$ cat config.mk
export PLATFORM = sky130hd
export DESIGN_NAME = uob_output_arbiter
export DESIGN_NICKNAME = d
export VERILOG_FILES = /design/src/rtl/uob_output_arbiter_pkg.sv /design/src/rtl/uob_output_arbiter_word_packer.sv /design/src/rtl/uob_output_arbiter.sv
export SDC_FILE = /design/constraint.sdc
export NUM_CORES = 1
export LEC_CHECK = 0
export CORE_MARGIN = 1.5
export CORE_UTILIZATION = 52
export DETAILED_ROUTE_END_ITERATION = 8
export GPL_TIMING_DRIVEN = 0
export PLACE_DENSITY = 0.78
export SYNTH_ARGS = -nofsm -noshare
export SYNTH_HDL_FRONTEND = slang
export SYNTH_SLANG_ARGS = --single-unit
$ cat constraint.sdc
create_clock -name clk -period 1.95 [get_ports clk]
set_clock_uncertainty 0.1 [all_clocks]
set_input_delay 0.39 -clock clk [delete_from_list [all_inputs] [get_ports clk]]
set_output_delay 0.39 -clock clk [all_outputs]
set_load 0.01 [all_outputs]
$ cat src/rtl/uob_output_arbiter_pkg.sv
// Shared constants and FSM encoding for the unit output buffer arbiter.
// Stream geometry: 2-bit unit symbols, 2'b11 header, dibits packed into 16-bit words.
package uob_output_arbiter_pkg;

  localparam int UNIT_OUTPUT_WIDTH = 2;
  localparam logic [UNIT_OUTPUT_WIDTH-1:0] HDR_CODE = 2'b11;
  localparam int DEF_OUT_N_WORDS = 288;
  localparam int OUT_WORD_W = 16;
  localparam int DIBITS_PER_WORD = OUT_WORD_W / UNIT_OUTPUT_WIDTH;

  typedef enum logic [2:0] {
    ST_IDLE     = 3'd0,
    ST_RD       = 3'd1,
    ST_WAIT_HDR = 3'd2,
    ST_COLLECT  = 3'd3,
    ST_DONE     = 3'd4
  } state_t;

endpackage

$ cat src/rtl/uob_output_arbiter_word_packer.sv
// Packs an LSB-first dibit stream into 16-bit words; word/vld are combinational on the 8th dibit.
// No backpressure: a dibit is consumed on every enabled cycle.
module uob_word_packer
  import uob_output_arbiter_pkg::*;
#(
  parameter int N_DIBITS = DEF_OUT_N_WORDS
) (
  input  logic                         clk,
  input  logic                         rst_n,
  input  logic                         clr,
  input  logic                         en,
  input  logic [UNIT_OUTPUT_WIDTH-1:0] din,
  output logic [OUT_WORD_W-1:0]        word_dat,
  output logic                         word_vld,
  output logic                         last
);

  localparam int CW = $clog2(N_DIBITS + 1);
  localparam int SW = OUT_WORD_W - UNIT_OUTPUT_WIDTH;

  logic [SW-1:0] sh_q, sh_d;
  logic [CW-1:0] dibit_cnt_q, dibit_cnt_d;

  always_comb begin
    sh_d        = sh_q;
    dibit_cnt_d = dibit_cnt_q;
    if (clr) begin
      dibit_cnt_d = '0;
    end else if (en) begin
      // Newest dibit enters at the top so the first one ends up in bits [1:0].
      sh_d        = {din, sh_q[SW-1:UNIT_OUTPUT_WIDTH]};
      dibit_cnt_d = dibit_cnt_q + 1'b1;
    end
  end

  assign word_dat = {din, sh_q};
  assign word_vld = en && !clr && (dibit_cnt_q[2:0] == 3'b111);
  assign last     = en && !clr && (dibit_cnt_q == CW'(N_DIBITS - 1));

  always_ff @(posedge clk or negedge rst_n) begin
    if (!rst_n) begin
      sh_q        <= '0;
      dibit_cnt_q <= '0;
    end else begin
      sh_q        <= sh_d;
      dibit_cnt_q <= dibit_cnt_d;
    end
  end

endmodule

$ cat src/rtl/uob_output_arbiter.sv
// Round-robin arbiter draining unit output buffers into a 16-bit word stream (id word + packed data).
// out_pkt_ready only gates packet start; optional header timeout via UOB_ARB_HDR_TIMEOUT_EN.
module uob_output_arbiter
  import uob_output_arbiter_pkg::*;
#(
  parameter int N_UNITS     = 4,
  parameter int OUT_N_WORDS = DEF_OUT_N_WORDS,
  parameter int HDR_TIMEOUT = 8
) (
  input  logic                                 clk,
  input  logic                                 rst_n,
  input  logic [N_UNITS-1:0]                   unit_empty,
  input  logic [UNIT_OUTPUT_WIDTH*N_UNITS-1:0] unit_dout,
  output logic [N_UNITS-1:0]                   unit_rd_en,
  input  logic                                 out_pkt_ready,
  output logic [OUT_WORD_W-1:0]                out_data,
  output logic                                 out_wr_en,
  output logic                                 pkt_done
`ifdef UOB_ARB_HDR_TIMEOUT_EN
  ,
  output logic                                 hdr_err
`endif
);

  localparam int SELW = $clog2(N_UNITS);

  if (N_UNITS < 2 || N_UNITS > 16 || OUT_N_WORDS < 8 || (OUT_N_WORDS % 8) != 0 ||
      HDR_TIMEOUT < 1) begin : g_cfg_err
    $error("uob_output_arbiter: unsupported parameterisation");
  end

  state_t                       state_q, state_d;
  logic [SELW-1:0]              sel_q, sel_d;
  logic [SELW-1:0]              last_grant_q, last_grant_d;
  logic [UNIT_OUTPUT_WIDTH-1:0] din_q, din_d;
  logic [N_UNITS-1:0]           rd_en_q, rd_en_d;
  logic [OUT_WORD_W-1:0]        out_data_q, out_data_d;
  logic                         wr_en_q, wr_en_d;
  logic                         pkt_done_q, pkt_done_d;

  logic [SELW-1:0]              grant;
  logic                         pk_clr, pk_en, pk_vld, pk_last;
  logic [OUT_WORD_W-1:0]        pk_word;

`ifdef UOB_ARB_HDR_TIMEOUT_EN
  localparam int TW = $clog2(HDR_TIMEOUT + 1);
  logic [TW-1:0] hdr_cnt_q, hdr_cnt_d;
  logic          hdr_err_q, hdr_err_d;
`endif

  // First non-empty unit strictly after last_grant, wrapping.
  always_comb begin
    int  idx;
    logic found;
    grant = '0;
    found = 1'b0;
    idx   = 0;
    for (int k = 1; k <= N_UNITS; k++) begin
      idx = int'(last_grant_q) + k;
      if (idx >= N_UNITS) idx = idx - N_UNITS;
      if (!found && !unit_empty[idx]) begin
        grant = SELW'(idx);
        found = 1'b1;
      end
    end
  end

  always_comb begin
    state_d      = state_q;
    sel_d        = sel_q;
    last_grant_d = last_grant_q;
    din_d        = unit_dout[UNIT_OUTPUT_WIDTH*sel_q +: UNIT_OUTPUT_WIDTH];
    rd_en_d      = '0;
    out_data_d   = '0;
    wr_en_d      = 1'b0;
    pkt_done_d   = 1'b0;
    pk_clr       = 1'b0;
    pk_en        = 1'b0;
`ifdef UOB_ARB_HDR_TIMEOUT_EN
    hdr_cnt_d    = hdr_cnt_q;
    hdr_err_d    = 1'b0;
`endif
    case (state_q)
      ST_IDLE: begin
        if (out_pkt_ready && !(&unit_empty)) begin
          sel_d   = grant;
          rd_en_d = N_UNITS'(1) << grant;
          state_d = ST_RD;
        end
      end
      ST_RD: begin
        state_d = ST_WAIT_HDR;
`ifdef UOB_ARB_HDR_TIMEOUT_EN
        hdr_cnt_d = '0;
`endif
      end
      ST_WAIT_HDR: begin
        if (din_q == HDR_CODE) begin
          out_data_d = OUT_WORD_W'(sel_q);
          wr_en_d    = 1'b1;
          pk_clr     = 1'b1;
          state_d    = ST_COLLECT;
        end
`ifdef UOB_ARB_HDR_TIMEOUT_EN
        else if (hdr_cnt_q == TW'(HDR_TIMEOUT - 1)) begin
          hdr_err_d    = 1'b1;
          last_grant_d = sel_q;
          state_d      = ST_IDLE;
        end else begin
          hdr_cnt_d = hdr_cnt_q + 1'b1;
        end
`endif
      end
      ST_COLLECT: begin
        pk_en = 1'b1;
        if (pk_vld) begin
          out_data_d = pk_word;
          wr_en_d    = 1'b1;
        end
        if (pk_last) begin
          pkt_done_d = 1'b1;
          state_d    = ST_DONE;
        end
      end
      ST_DONE: begin
        last_grant_d = sel_q;
        state_d      = ST_IDLE;
      end
      default: state_d = ST_IDLE;
    endcase
  end

  uob_word_packer #(
    .N_DIBITS (OUT_N_WORDS)
  ) u_packer (
    .clk      (clk),
    .rst_n    (rst_n),
    .clr      (pk_clr),
    .en       (pk_en),
    .din      (din_q),
    .word_dat (pk_word),
    .word_vld (pk_vld),
    .last     (pk_last)
  );

  always_ff @(posedge clk or negedge rst_n) begin
    if (!rst_n) begin
      state_q      <= ST_IDLE;
      sel_q        <= '0;
      last_grant_q <= SELW'(N_UNITS - 1);
      din_q        <= '0;
      rd_en_q      <= '0;
      out_data_q   <= '0;
      wr_en_q      <= 1'b0;
      pkt_done_q   <= 1'b0;
`ifdef UOB_ARB_HDR_TIMEOUT_EN
      hdr_cnt_q    <= '0;
      hdr_err_q    <= 1'b0;
`endif
    end else begin
      state_q      <= state_d;
      sel_q        <= sel_d;
      last_grant_q <= last_grant_d;
      din_q        <= din_d;
      rd_en_q      <= rd_en_d;
      out_data_q   <= out_data_d;
      wr_en_q      <= wr_en_d;
      pkt_done_q   <= pkt_done_d;
`ifdef UOB_ARB_HDR_TIMEOUT_EN
      hdr_cnt_q    <= hdr_cnt_d;
      hdr_err_q    <= hdr_err_d;
`endif
    end
  end

  assign unit_rd_en = rd_en_q;
  assign out_data   = out_data_q;
  assign out_wr_en  = wr_en_q;
  assign pkt_done   = pkt_done_q;
`ifdef UOB_ARB_HDR_TIMEOUT_EN
  assign hdr_err    = hdr_err_q;
`endif

endmodule
## Yosys cells after proc, flatten, opt, wreduce, memory -nomap -nowiden

Cells that the tools add are included.

| storage, ports and cells | value |
|---|---|
| register bits after elaboration | 54 |
| logic and storage cells | 101 |

| cells by class | value |
|---|---|
| add/sub/neg operators | 9 |
| magnitude comparators | 8 |
| eq/ne operators | 10 |
| shift operators | 2 |
| muxes and demuxes | 41 |
| bitwise operators | 1 |
| reduce and logical (&&, ||, !) cells | 20 |

Operator list:

| cell | count |
|---|---|
| < comparator 32 x 4 -> 1 bit, second input constant | 4 |
| two-way mux 32 bit | 4 |
| case mux 16 bit (2 select lines) | 1 |
| two-way mux 9 bit | 2 |
| two-way mux 1 bit | 17 |
| two-way mux 16 bit | 1 |
| case mux 3 bit (4 select lines) | 1 |
| subtractor 3 x 3 -> 4 bit, second input constant | 3 |
| two-way mux 2 bit | 5 |
| adder 9 x 1 -> 9 bit, second input constant | 1 |
| == test 9 bit, second input constant | 1 |
| greater-or-equal comparator 3 bit, second input constant | 3 |
| two-way mux 3 bit | 3 |
| binary-select mux 1 bit (select 2 bit) | 4 |
| two-way mux 4 bit | 2 |
| indexed part select 8 x 4 -> 2 bit | 1 |
| logical AND 1 bit | 7 |
| zero test 1 bit | 7 |
| adder 2 x 2 -> 3 bit, second input constant | 2 |
| == test 3 x 2 -> 1 bit, second input constant | 2 |
| == test 3 bit, second input constant | 2 |
| inequality test 2 bit, second input constant | 3 |
| subtractor 4 x 3 -> 5 bit, second input constant | 1 |
| adder 2 x 3 -> 4 bit, second input constant | 1 |
| other kinds (12) | 13 |

## Logic depth before layout (Yosys ltp)

| logic depth | value |
|---|---|
| depth after elaboration | 18 |
| gate-level depth with buffers | 5 |
| mapped depth without buffers | 5 |

## Modules after synthesis

From an unflattened synthesis, not the netlist that was laid out.

| unflattened totals | value |
|---|---|
| cell total of the unflattened synthesis | 172 |
| area, all modules | 2220.9 sq um |

Modules (own cells, without submodules):

| module | times used | cells an instance | area an instance (sq um) |
|---|---|---|---|
| uob_output_arbiter | 1 | 91 | 1192.4 |
| uob_word_packer | 1 | 81 | 1028.5 |

## Worst setup path before layout

No wires, ideal clock.

| timing | value |
|---|---|
| path type | register -> register |
| start point | register last_grant_q[1] |
| end point | register rd_en_q[3], in the netlist unit_rd_en[3] |
| library setup time | 0.069 ns |
| arrival | 1.271 ns |
| path slack | 0.510 ns |
| stages on the path, launching flop included | 5 |
| buffers on the path | 0 |
| clock period less this slack | 1.440 ns |
| path through | dfstp_2 -> nor3b_2 -> a2111oi_2 -> or3_4 -> nor2b_2 |

| on the way | value |
|---|---|
| longest elaborated chain between the ends | 18 |

RTL lines:

| item | line | source |
|---|---|---|
| start, declared | uob_output_arbiter.sv:34 | `logic [SELW-1:0] last_grant_q, last_grant_d;` |
| start signal, assigned | uob_output_arbiter.sv:150 | `last_grant_q <= SELW'(N_UNITS - 1);` |
| start signal, assigned | uob_output_arbiter.sv:163 | `last_grant_q <= last_grant_d;` |
| adder 2 x 2 -> 3 bit | uob_output_arbiter.sv:59 | `idx = int'(last_grant_q) + k;` |
| subtractor 3 x 3 -> 4 bit / greater-or-equal comparator 3 bit (equally long branches) | uob_output_arbiter.sv:60 | `if (idx >= N_UNITS) idx = idx - N_UNITS;` |
| two-way mux 32 bit | uob_output_arbiter.sv:60 |  |
| binary-select mux 1 bit (select 2 bit) | uob_output_arbiter.sv:61 | `if (!found && !unit_empty[idx]) begin` |
| two-way mux 1 bit (implied by the code) (2 in series) | uob_output_arbiter.sv:61 |  |
| zero test 1 bit | uob_output_arbiter.sv:61 |  |
| logical AND 1 bit | uob_output_arbiter.sv:61 |  |
| two-way mux 1 bit | uob_output_arbiter.sv:61 |  |
| [2 not listed] | n/a |  |
| two-way mux 1 bit | uob_output_arbiter.sv:61 |  |
| zero test 1 bit | uob_output_arbiter.sv:61 |  |
| logical AND 1 bit | uob_output_arbiter.sv:61 |  |
| two-way mux 2 bit (*) | uob_output_arbiter.sv:61 |  |
| left shift 1 x 2 -> 4 bit (*) | uob_output_arbiter.sv:87 | `rd_en_d = N_UNITS'(1) << grant;` |
| two-way mux 4 bit (*) | uob_output_arbiter.sv:85 | `if (out_pkt_ready && !(&unit_empty)) begin` |
| two-way mux 4 bit (*) | uob_output_arbiter.sv:83 | `case (state_q)` |
| net rd_en_d[3] | uob_output_arbiter.sv:36 | `logic [N_UNITS-1:0] rd_en_q, rd_en_d;` |
| end signal, assigned | uob_output_arbiter.sv:165 | `rd_en_q <= rd_en_d;` |
| end, declared | uob_output_arbiter.sv:36 |  |

The timed path passes the listed nets; every way through them passes the cells marked *. The select of a mux whose other input is x is not followed.
A chain may end at the register's enable or synchronous reset.

## Worst setup path after layout

| timing | value |
|---|---|
| start point | register out_data_q[1], in the netlist out_data[1] |
| end point | output out_data[1] |

RTL lines:

| item | line | source |
|---|---|---|
| start, declared | uob_output_arbiter.sv:37 | `logic [OUT_WORD_W-1:0] out_data_q, out_data_d;` |
| start signal, assigned | uob_output_arbiter.sv:166 | `out_data_q <= out_data_d;` |
| end, declared | uob_output_arbiter.sv:16 | `output logic [OUT_WORD_W-1:0] out_data,` |

No word-level cell between the ends.

==> flow_metrics.tcl <==
set metrics [dict create \
    path_buf_inv 1 \
    drc 0 \
    dp_hpwl_microns 2970 \
    antenna_found_initial 0 \
    setup_violations 0 \
    cp_max_fo 1 \
    die_h_microns 68.0 \
    root_buffer "clkbuf_8" \
    clk-insertion-delay-late_ns 0.31 \
    drtAntennaViolNets 0 \
    first_pass_iters 4 \
    power.density_nw_per_um2 991 \
    clockBufferDepth 2 \
    num_rows 23 \
    cts_setup_buffers 0 \
    vdd_drop_max_v 0.000524 \
    setup_slack_ns 0.242 \
    synth_top_area_frac 0.593 \
    die_area_sq_um 4620 \
    initial_core_util 0.545 \
    drive_gt1_frac 0.124 \
    max-slew-margin-rel 0.681 \
    top_layer "met4" \
    fin_crit_sh 0.876 \
    grt_max_degree 34 \
    worstSetupEndpointType "output pin" \
    required_ns 1.46 \
    finalMaxSlewViolations 0 \
    syn-mean-instance-area_sq_um 11.3 \
    wl_microns 4060 \
    fillers 325 \
    worst_setup_path_start_kind "register" \
    synth-async-reset-ratio 1.00 \
    hold_buffers 1 \
    grt-ovfl-total 0 \
    synth.net_count 212 \
    grt_use_total 0.200 \
    numPortBuffers 36 \
    crit_chain "clkdlybuf4s50_1" \
    syn-cell-area_sq_um 2190 \
    cts_buffers 5 \
    wl_met3_microns 239 \
    synth_warnings 0 \
    rsz0062_at_grt "false" \
    final_nets 257 \
    wl_met2_microns 1930 \
    status "complete, no violations" \
    critical_path_class "register to output pin" \
    min_path_type "register to register" \
    whs_ns 0.396 \
    max_stage_delay_ns 0.55 \
    htree_levels 2 \
    cp.arrival_ns 1.22 \
    worst_pin_slew_ns 0.478 \
    ys_seq_area_frac 0.617 \
    synth-edff-count 0 \
    ys_seq_elements 54 \
    coreArea_sq_um 4030 \
    drv_cap 0 \
    max_clock_freq_mhz 586 \
    pin_count 37 \
    synthDistinctLibCells 40 \
    netlist_instances 195 \
    viasPerCell 5.31 \
    finalWeightedCongestion 0.741 \
    power.leakage_uw 0.00131 \
    grt_first_pass_wirelength_microns 6780 \
    synthFlopType "dfrtp_1" \
    wirelength_met1_microns 1820 \
    wl_per_cell_microns 14.0 \
    period_minus_slack_ns 1.71 \
    dr.first_iter.drc_count 93 \
    path_clk_slew_ns 0.11 \
    die_w_microns 68.0 \
    synth_area_leaders "dfrtp_1 59%, nand2_1 9.1%, and3_1 4.0%, dfstp_2 2.4%, mux4_2 2.1%" \
    num_vias 1544 \
    clock-sinks 54 \
    cts_resized 0 \
    hold_viol 0 \
    final_core_util 0.679 \
    slowest_stage "clkdlybuf4s50_1" \
    dp_slack_ns 0.00745 \
    synth_area_leader_cell "dfrtp_1" \
    syn2layout_area_growth_pct 24.7 \
    cp_top_family "buffers and inverters" \
    grt_pass1_vias 1442 \
    num_antenna_cells 0 \
    cts_tree "built" \
]
-- state kept, by name, summed over array words and instances (netlist names) --
signal	count
din_q	2
last_grant_q	2
out_data	16
out_wr_en	1
pkt_done	1
sel_q	2
state_q	3
u_packer.dibit_cnt_q	9
u_packer.sh_q	14
unit_rd_en	4
-- placed cells by master (no fill, tap or decap), types with 3 or more instances in the layout --
cell type        synthesis  layout
a21oi_1                  3       3
buf_2                    7       8
and3_1                  14      14
dfrtp_1                 52      52
nor2b_1                  3       3
nand2_1                 53      53
nand3_1                  4       4
nor2_1                  10      10
clkbuf_8                 0       5
mux2_1                   3       3
xnor2_1                  3       3
or3_1                    3       3
nand4_1                  4       4
clkdlybuf4s50_1          0      35
-- layout make-up --
type / instances / area [sq um] / area share
inverter: 1 / 3.75 / 0.00137
buffer: 8 / 38.8 / 0.0142
tap: 50 / 62.6 / 0.0229
clock inverter: 3 / 25.0 / 0.00914
clock buffer: 5 / 68.8 / 0.0251
timing repair buffer: 38 / 385 / 0.141
sequential: 54 / 1350 / 0.495
multi-input combinational: 132 / 798 / 0.292
-- worst paths after layout --
path,startpoint,to,slack [ns],depth (start not counted)
hold / removal,u_packer.sh_q[0]$_DFFE_PN0N_,u_packer.sh_q[0]$_DFFE_PN0N_,0.40,2
hold reg to reg,u_packer.sh_q[0]$_DFFE_PN0N_,u_packer.sh_q[0]$_DFFE_PN0N_,0.40,2
setup reg to reg,u_packer.dibit_cnt_q[0]$_DFFE_PN0P_,out_data[13]$_DFF_PN0_,0.25,4
setup / recovery,out_data[1]$_DFF_PN0_,out_data[1],0.24,1
max in group asynchronous,rst_n,u_packer.dibit_cnt_q[0]$_DFFE_PN0P_,0.75,3
min in group asynchronous,rst_n,out_data[2]$_DFF_PN0_,0.46,2
-- power by group --
part	internal, uW	switching (uW)
Clock	260	368
Combinational	271	313
Sequential	1340	164
Total	1870	845
-- metal layers --
metal / vias up / track usage
li1: 751 / -
met1: 738 / 0.272
met2: 47 / 0.301
met3: 8 / 0.0658
met4: 0 / 0.0750
met5: - / 0
-- Yosys cell counts (all sizes together) (2+ instances only) --
| cell | instances |
|---|---|
| nor4 | 3 |
| a21oi | 3 |
| mux2 | 4 |
| mux4 | 2 |
| nand2 | 53 |
| nand4 | 4 |
| o21ai | 3 |
| or3 | 4 |
| and3 | 14 |
| xnor2 | 3 |
| buf | 7 |
| ha | 2 |
| xor2 | 2 |
| nor2b | 4 |
| dfrtp | 52 |
| nand3 | 4 |
| nor3 | 2 |
| a32o | 2 |
| nor2 | 11 |
| dfstp | 2 |
-- logic make-up (layout without fill, tap and decap cells) --
group / Yosys count / count (layout) / synth area share
flip-flops: 54 / 54 / 0.617
buffers and inverters: 9 / 55 / 0.0194
multiplexers: 6 / 6 / 0.0410
AO/OA/AOI/OAI: 13 / 13 / 0.0428
XOR/XNOR: 5 / 5 / 0.0200
adder cells (fa/ha/maj): 2 / 2 / 0.0114
AND/OR/NAND/NOR: 106 / 106 / 0.249
-- metrics by stage --
| step | total power (uW) | cell area, sq um | instances | TNS, ns |
|---|---|---|---|---|
| final | 2710 | 2740 | 291 | 0 |
| after global routing | 2880 | 2740 | 291 | 0 |
| after detailed placement | 2100 | 2630 | 282 | 0 |
| after global placement | 2070 | 2620 | 281 | -60.59 |
| after floorplan | 1840 | 2190 | 195 | 0 |
| after CTS | 2730 | 2740 | 291 | 0 |
No activity file was read; power rests on OpenSTA's default activity.
